### src/rtl/sdram_sched_pkg.sv
// Shared definitions for the four-port SDRAM burst scheduler.
package sdram_sched_pkg;

    localparam logic [1:0] P_WR1 = 2'd0;
    localparam logic [1:0] P_WR2 = 2'd1;
    localparam logic [1:0] P_RD1 = 2'd2;
    localparam logic [1:0] P_RD2 = 2'd3;

    typedef enum logic [2:0] {
        WAIT_INIT,
        ARB,
        ISSUE,
        RUN,
        UPDATE
    } sched_state_e;

    // Ports below the first read port feed write bursts.
    function automatic logic is_write(input logic [1:0] idx);
        return (idx < P_RD1);
    endfunction

endpackage

### src/rtl/sdram_port_sched_rr_pick.sv
// Combinational 4-way round-robin picker: first eligible port at or after rr_ptr.
module sdram_rr_pick (
    input  logic [3:0] eligible,
    input  logic [1:0] rr_ptr,
    output logic       found,
    output logic [1:0] idx
);

    // Scan rr_ptr, rr_ptr+1, ... wrapping mod 4; the 2-bit sum wraps naturally.
    always_comb begin
        found = 1'b0;
        idx   = rr_ptr;
        for (int k = 0; k < 4; k++) begin
            if (!found && eligible[rr_ptr + 2'(k)]) begin
                found = 1'b1;
                idx   = rr_ptr + 2'(k);
            end
        end
    end

endmodule

### src/rtl/sdram_port_sched.sv
// Four-port burst scheduler: picks one eligible FIFO port per burst, issues
// a single command to the SDRAM engine and advances that port's pointer.
//
// state     | meaning
// ----------+-----------------------------------------------------------
// WAIT_INIT | SDRAM not initialised; pointers load from port_base on exit
// ARB       | round-robin scan for an eligible port, latch command
// ISSUE     | cmd_valid held with stable fields until cmd_ready
// RUN       | burst in flight, grant steers FIFO muxes until burst_done
// UPDATE    | advance/wrap/reload granted pointer, release grant
module sdram_port_sched
    import sdram_sched_pkg::*;
#(
    parameter int ADDR_W     = 24,
    parameter int LVL_W      = 10,
    parameter int LEN_W      = 9,
    parameter int FIFO_DEPTH = 512
) (
    input  logic                clk,
    input  logic                rst_n,
    input  logic                init_done,
    input  logic [4*ADDR_W-1:0] port_base,
    input  logic [4*ADDR_W-1:0] port_max,
    input  logic [4*LEN_W-1:0]  port_len,
    input  logic [3:0]          port_load,
    input  logic [4*LVL_W-1:0]  port_level,
    output logic                cmd_valid,
    input  logic                cmd_ready,
    output logic                cmd_write,
    output logic [ADDR_W-1:0]   cmd_addr,
    output logic [LEN_W-1:0]    cmd_len,
    output logic [1:0]          cmd_port,
    input  logic                burst_done,
    output logic [3:0]          grant,
    output logic                busy
);

    // Level + length needs one bit of headroom so the read-space test cannot wrap.
    localparam int SUM_W = LVL_W + 1;

    logic [ADDR_W-1:0] base_w [4];
    logic [ADDR_W-1:0] max_w  [4];
    logic [LEN_W-1:0]  len_w  [4];
    logic [LVL_W-1:0]  lvl_w  [4];
    logic [3:0]        elig;
    logic              pick_found;
    logic [1:0]        pick_idx;
    logic              take;
    logic [ADDR_W:0]   nxt_addr;

    sched_state_e      state_q, state_d;
    logic [ADDR_W-1:0] ptr_q [4];
    logic [ADDR_W-1:0] ptr_d [4];
    logic [3:0]        pend_q, pend_d;
    logic [1:0]        rr_q, rr_d;
    logic              cmd_valid_q, cmd_valid_d;
    logic              cmd_write_q, cmd_write_d;
    logic [ADDR_W-1:0] cmd_addr_q, cmd_addr_d;
    logic [LEN_W-1:0]  cmd_len_q, cmd_len_d;
    logic [1:0]        cmd_port_q, cmd_port_d;
    logic [3:0]        grant_q, grant_d;
    logic              busy_q, busy_d;

    // Unpack per-port fields and decide which FIFOs can take a full burst.
    always_comb begin
        for (int i = 0; i < 4; i++) begin
            base_w[i] = port_base[i*ADDR_W +: ADDR_W];
            max_w[i]  = port_max[i*ADDR_W +: ADDR_W];
            len_w[i]  = port_len[i*LEN_W +: LEN_W];
            lvl_w[i]  = port_level[i*LVL_W +: LVL_W];
            if (is_write(2'(i)))
                elig[i] = SUM_W'(lvl_w[i]) >= SUM_W'(len_w[i]);
            else
                elig[i] = (SUM_W'(lvl_w[i]) + SUM_W'(len_w[i])) <= SUM_W'(FIFO_DEPTH);
        end
    end

    sdram_rr_pick u_pick (
        .eligible (elig),
        .rr_ptr   (rr_q),
        .found    (pick_found),
        .idx      (pick_idx)
    );

    assign take     = (state_q == ARB) && pick_found;
    assign nxt_addr = {1'b0, cmd_addr_q} + (ADDR_W+1)'(cmd_len_q);

    // State register.
    always_ff @(posedge clk or negedge rst_n) begin
        if (!rst_n) state_q <= WAIT_INIT;
        else        state_q <= state_d;
    end

    // Next-state logic; stray cmd_ready/burst_done only matter in their own state.
    always_comb begin
        state_d = state_q;
        case (state_q)
            WAIT_INIT: if (init_done)  state_d = ARB;
            ARB:       if (pick_found) state_d = ISSUE;
            ISSUE:     if (cmd_ready)  state_d = RUN;
            RUN:       if (burst_done) state_d = UPDATE;
            UPDATE:                    state_d = ARB;
            default:                   state_d = WAIT_INIT;
        endcase
    end

    // Command, grant and pointer next values.
    always_comb begin
        ptr_d       = ptr_q;
        pend_d      = pend_q;
        rr_d        = rr_q;
        cmd_valid_d = cmd_valid_q;
        cmd_write_d = cmd_write_q;
        cmd_addr_d  = cmd_addr_q;
        cmd_len_d   = cmd_len_q;
        cmd_port_d  = cmd_port_q;
        grant_d     = grant_q;
        busy_d      = busy_q;

        if (state_q == WAIT_INIT && init_done) begin
            for (int i = 0; i < 4; i++) ptr_d[i] = base_w[i];
        end

        // A port whose burst is being latched or in flight defers its reload to UPDATE.
        for (int i = 0; i < 4; i++) begin
            if (port_load[i]) begin
                if (grant_q[i] || (take && pick_idx == 2'(i))) pend_d[i] = 1'b1;
                else                                            ptr_d[i]  = base_w[i];
            end
        end

        case (state_q)
            ARB: begin
                if (pick_found) begin
                    cmd_valid_d = 1'b1;
                    cmd_write_d = is_write(pick_idx);
                    cmd_addr_d  = ptr_q[pick_idx];
                    cmd_len_d   = len_w[pick_idx];
                    cmd_port_d  = pick_idx;
                    grant_d     = 4'b0001 << pick_idx;
                    busy_d      = 1'b1;
                end
            end
            ISSUE: begin
                if (cmd_ready) cmd_valid_d = 1'b0;
            end
            UPDATE: begin
                if (pend_q[cmd_port_q] || port_load[cmd_port_q] ||
                    nxt_addr >= {1'b0, max_w[cmd_port_q]})
                    ptr_d[cmd_port_q] = base_w[cmd_port_q];
                else
                    ptr_d[cmd_port_q] = nxt_addr[ADDR_W-1:0];
                pend_d[cmd_port_q] = 1'b0;
                rr_d               = cmd_port_q + 2'd1;
                grant_d            = 4'b0000;
                busy_d             = 1'b0;
            end
            default: ;
        endcase
    end

    // Datapath registers; async reset drops the command and grant immediately.
    always_ff @(posedge clk or negedge rst_n) begin
        if (!rst_n) begin
            for (int i = 0; i < 4; i++) ptr_q[i] <= '0;
            pend_q      <= '0;
            rr_q        <= '0;
            cmd_valid_q <= 1'b0;
            cmd_write_q <= 1'b0;
            cmd_addr_q  <= '0;
            cmd_len_q   <= '0;
            cmd_port_q  <= '0;
            grant_q     <= '0;
            busy_q      <= 1'b0;
        end else begin
            ptr_q       <= ptr_d;
            pend_q      <= pend_d;
            rr_q        <= rr_d;
            cmd_valid_q <= cmd_valid_d;
            cmd_write_q <= cmd_write_d;
            cmd_addr_q  <= cmd_addr_d;
            cmd_len_q   <= cmd_len_d;
            cmd_port_q  <= cmd_port_d;
            grant_q     <= grant_d;
            busy_q      <= busy_d;
        end
    end

    assign cmd_valid = cmd_valid_q;
    assign cmd_write = cmd_write_q;
    assign cmd_addr  = cmd_addr_q;
    assign cmd_len   = cmd_len_q;
    assign cmd_port  = cmd_port_q;
    assign grant     = grant_q;
    assign busy      = busy_q;

endmodule

### config.mk
export PLATFORM = sky130hd
export DESIGN_NAME = sdram_port_sched
export DESIGN_NICKNAME = d
export VERILOG_FILES = /design/src/rtl/sdram_sched_pkg.sv /design/src/rtl/sdram_port_sched_rr_pick.sv /design/src/rtl/sdram_port_sched.sv
export SDC_FILE = /design/constraint.sdc
export NUM_CORES = 1
export LEC_CHECK = 0
export ABC_AREA = 1
export CAP_MARGIN = 20
export CORE_MARGIN = 3
export CORE_UTILIZATION = 33
export CTS_BUF_LIST = sky130_fd_sc_hd__clkbuf_8
export CTS_CLUSTER_DIAMETER = 80
export DETAILED_ROUTE_END_ITERATION = 6
export PLACE_DENSITY = 0.64
export SETUP_SLACK_MARGIN = 0.3
export SLEW_MARGIN = 15
export SYNTH_ARGS = -nofsm -noshare
export SYNTH_HDL_FRONTEND = slang
export SYNTH_HIERARCHICAL = 1
export SYNTH_SLANG_ARGS = --single-unit
### constraint.sdc
create_clock -name clk -period 3.3 [get_ports clk]
set_input_delay 0.825 -clock clk [delete_from_list [all_inputs] [get_ports clk]]
set_output_delay 0.825 -clock clk [all_outputs]
set_load 0.01 [all_outputs]
Word-level counts from Yosys, hierarchy flattened
Index checks and enable logic that the tools add are counted.
- bits of input ports: 277
- output and inout port bits: 42
- logic and storage cells: 148
- register bits after elaboration: 147
- $lt $le $gt $ge: 15
- $add $sub $neg: 7
- shift-type cells: 1
- bitwise gates (word level): 4
- muxes and demuxes: 68
- reduce and logical (&&, ||, !) cells: 28
- eq/ne operators: 11
- operator list (cell ; count):
    2-to-1 mux 24 bit ; 15
    2-to-1 mux 96 bit ; 3
    bitwise mux 96 bit ; 2
    binary-select mux 24 bit (select 2 bit) ; 3
    demux 24 bit (select 2 bit) ; 1
    adder 24 x 9 -> 25 bit ; 1
    >= comparator 25 x 24 -> 1 bit ; 1
    adder 10 x 9 -> 11 bit ; 2
    <= comparator 11 x 10 -> 1 bit, second input constant ; 2
    2-to-1 mux 1 bit ; 21
    >= comparator 10 x 9 -> 1 bit ; 2
    binary-select mux 9 bit (select 2 bit) ; 1
    2-to-1 mux 9 bit ; 2
    < comparator 2 x 3 -> 1 bit, second input constant ; 5
    one-hot mux 3 bit (5 select lines) ; 1
    binary-select mux 1 bit (select 2 bit) ; 6
    2-to-1 mux 3 bit ; 4
    logical AND 1 bit ; 11
    2-to-1 mux 4 bit ; 2
    inequality test 2 bit, second input constant ; 4
    one-hot mux 4 bit (2 select lines) ; 1
    equality test 3 x 2 -> 1 bit, second input constant ; 2
    >= comparator 3 bit, second input constant ; 2
    logical OR 1 bit ; 6
    other kinds (23) ; 34

Logic depth before layout (Yosys ltp)
- depth after elaboration: 22
- gate-level depth with buffers: 36
- depth with buffers taken out: 35

Hierarchy
Netlist, hierarchy kept.
- modules (own cells, without submodules) (module ; cells each ; sequential area each (um2) ; instances ; area an instance (um2)):
    sdram_port_sched ; 2288 ; 3678.5 ; 1 ; 13842.0
    sdram_rr_pick ; 63 ; 0.0 ; 1 ; 282.8

Worst setup path after synthesis
OpenSTA, ideal clock, no wires.
- kind: input to register
- start: in port_len[27]
- end: reg ptr_q[28] (netlist bit)
- buffers on the path: 2
- data arrival time: 4.126 ns
- cell stages on the path: 30
- setup slack: -0.947 ns
- cells stage by stage: ha_1 inv_1 fa_1 nand3b_1 nand2_1 nand4_1 nand2_1 nand2_1 a21boi_0 nor2_1 nand2_1 nand2_1 nand2_1 nand3_1 nand2_1 nand3_1 nand2_1 nand2_1 nand2_1 nand2_1 nand2_1 inv_1 nor2_1 a21oi_1 nand2_1 nand2_1 buf_2 buf_2 o211ai_1 nand2_1
- RTL lines (what ; RTL line ; text):
    from (decl) ; sdram_port_sched.sv:24 ; input logic [4*LEN_W-1:0] port_len,
    to (signal assigned) ; sdram_port_sched.sv:176 ; ptr_q <= ptr_d;
    to (decl) ; sdram_port_sched.sv:52 ; logic [ADDR_W-1:0] ptr_q [4];

==> results by group <==
Outcome
  – Failing checks: negative setup slack
  – Status: finished, violations left

Final layout
  – Share of cells above drive strength 1: 0.203
  – Finished Cell Area: roughly 22000 um^2
  – Nets: 3193
  – Post-route insts no fill: 3391
  – Filler Cells Inserted: ~4000
  – N_diodes: 0
  – Area of the multi-input gates: just over 10000 um^2
  – Area grow syn2layout: 56.4%
  – Reg area: 3680 um^2

GRT
  – Grt total ovfl: 0
  – Largest net degree at the start of global routing: 66
  – First-pass GRT wire length: 98700 um
  – Vias in the first global route: ~17000
  – Gr usage total: 0.280
  – Initial antenna violation count: 1

Setup path
  – Slowest stage cell, crit path: fa_2
  – CP max stage delay: ~0.38 ns
  – CP max FO: 8
  – Critical Path AT: between 4 and 5 ns
  – Reg-to-reg critical path startpoint: cmd_addr[0]
  – Crit Path Class: in2reg
  – Reg2reg path depth: 24
  – Setup crit end kind: register
  – Startpoint Class: primary input
  – CP required: roughly 3.7 ns
  – Reg-to-Reg End: ptr_q[35]
  – Worst reg-to-reg setup slack: -0.47 ns
  – CP most frequent cell: nand2_2

Clock network
  – Max clock buf depth: 2
  – CTS tree: done
  – Cts-stage hold buffer count: 0
  – Htree depth: 4
  – Reg clk slew, reported paths: 0.09 ns
  – Cts bufs inserted: 17
  – Root buf cell: clkbuf_8
  – Later-pin clock latency in the skew report: 0.49 ns
  – Clk sinks: 147

Placement
  – RePlAce Congestion: 0.946
  – Buffers on Ports: 318
  – Cell Area, Placed: between 15000 and 20000 um^2
  – HPWL Detailed: 46400 um
  – Placed cells: around 3300
  – Pre-CTS setup slack: -1.65 ns

Yosys
  – Synth warnings: 6
  – Most instantiated cells after synthesis: nand2_1, nand3_1, inv_1
  – Count of state elements after synthesis: 147
  – Post-synth EDFFs: 0
  – Biggest area consumer among synthesized cells: dfrtp_1
  – Post-Syn Area per Cell: 6.01 um^2
  – Most used DFF post-synth: dfrtp_1
  – Post-synthesis cell type count: 40
  – Mapped Nets: 2704
  – Post-synth top area share: 0.260
  – Mapped Cells: roughly 2400
  – Top cells by area, synth: dfrtp_1, nand2_1, nand3_1
  – Most frequent cell after synthesis: nand2_1
  – Seq/Total Area, Yosys: 0.260
  – Asr flop ratio synth: 1.00
  – Mapped cell area: approximately 14000 um^2

Timing
  – RSZ-0062 raised after global routing: yes
  – Max-slew headroom: 0.297
  – Final worst setup slack: -0.885 ns
  – Final setup violation count: 145
  – WHS: 0.360 ns
  – Final Hold Viols: 0
  – Slew @ Worst Pin: approximately 1.0 ns
  – Clock skew: about 0.017 ns
  – Max Fclk: approximately 0.24 GHz
  – Min Tclk post-route: approximately 4.2 ns
  – Fin crit share: 1.27
  – Final Slew Violations: 0

Detailed routing
  – Routed vias/inst: 5.52
  – Drt total wl: 69200 um
  – Vias: 18702
  – First-pass iteration count of the detailed router: 6
  – DR WL/cell: between 20 and 25 um
  – DRC Markers: 0
  – Routed Antenna Nets: 0
  – Iteration-0 DRC Markers: 2129

Floorplanning
  – Row count: 75
  – Initial Util: 0.335
  – Die Wd: between 200 and 250 um
  – I/O Pins: 319
  – Die area: about 45000 um^2
  – Core area: 42100 um^2
  – Die height: 213 um

Power and ir drop
  – P per Cell Area: 1070 nW/um^2
  – Maximum vdd drop: a little over 0.0007 V
  – Leak Pwr: roughly 10 nW

Min path
  – Hold Path Class: in2async

Job
  – Max-cap violation count: 0
==> cell usage in the layout, fill, tap and decap left out, drive strengths merged, types with 16 or more instances in the layout <==
cell           synthesis  layout
a21oi                128     128
nand4                 48      48
buf                   40     287
clkdlybuf4s50          0     268
o21ai                160     160
clkbuf               102      31
nand2                890     890
nand3                289     289
nor2                 163     163
dlygate4sd2            0      37
ha                    73      73
a32o                  23      23
xor2                  16      16
o211ai                26      26
dfrtp                147     147
inv                  174     176
==> routing by layer <==
metal  up-vias  track usage  part of all wire
li1       8735            -                 -
met1      8777        0.359              0.39
met2      1013        0.468              0.47
met3       175       0.0486             0.096
met4         2        0.116             0.042
met5         -            0           0.00019
==> layout make-up <==
| cell class | count | area share |
|---|---|---|
| Clock inverter | 12 | 0.00634 |
| Multi-Input combinational cell | 1886 | 0.469 |
| Inverter | 176 | 0.0310 |
| Clock buffer | 19 | 0.0118 |
| Tap cell | 539 | 0.0305 |
| Sequential cell | 147 | 0.167 |
| Timing Repair Buffer | 612 | 0.285 |
==> worst max-delay path by stage <==
stage	slack, ns	to	start	depth (start not counted)
after floorplan	-0.60	ptr_q[57]	port_len[27]	27
after global placement	-1.52	ptr_q[58]	port_len[18]	31
after detailed placement	-1.65	ptr_q[2]	port_len[18]	31
after CTS	-0.56	cmd_addr[5]	port_level[20]	31
after global routing	-1.05	ptr_q[27]	port_level[30]	33
final	-0.89	ptr_q[64]	port_level[30]	34
==> repair_timing <==
item                                    4_1_cts  5_1_grt
pin swaps                                    73      119
hold endpoints to repair                      0        0
gates cloned                                  9       16
endpoints found under the setup margin      146      146
setup buffers                                20       24
gates resized for setup                     250      206
==> flip-flops by register name, indices dropped and copies added (netlist names) <==
name / count
pend_q: 4
busy: 1
cmd_write: 1
ptr_q: 96
rr_q: 2
grant: 4
cmd_len: 9
state_q: 3
cmd_port: 2
cmd_valid: 1
cmd_addr: 24
==> worst max-delay path, delay by kind of cell <==
family / cells / cell delay (ns)
compound gates: 3 / 0.41
fa+ha+maj: 2 / 0.52
buf+inv: 6 / 0.65
simple gates: 23 / 2.12
==> power by group <==
part	leakage [nW]	switching [W]	internal [W]	total, W
registers	1.69	0.000765	0.00270	0.00346
logic	8.58	0.0108	0.00782	0.0186
clock network	0.217	0.000768	0.000774	0.00154
total	10.5	0.0123	0.0113	0.0236
==> cells by family after synthesis <==
family          after synthesis  synth area share
simple gates               1432             0.424
fa+ha+maj                    76            0.0689
buf+inv                     318            0.0914
compound gates              359             0.144
xor+xnor                     19            0.0118
flops                       147             0.260
==> stage by stage <==
step	power (W)	TNS (ns)	utilization
floorplan	0.0115	-70.46	-
global placement	0.0175	-201.13	0.462
detailed placement	0.0178	-217.03	0.462
CTS	0.0212	-63.49	0.494
global route	0.0250	-133.83	0.524
finish	0.0236	-109.08	0.524
Power figures use the tool's default switching activity.
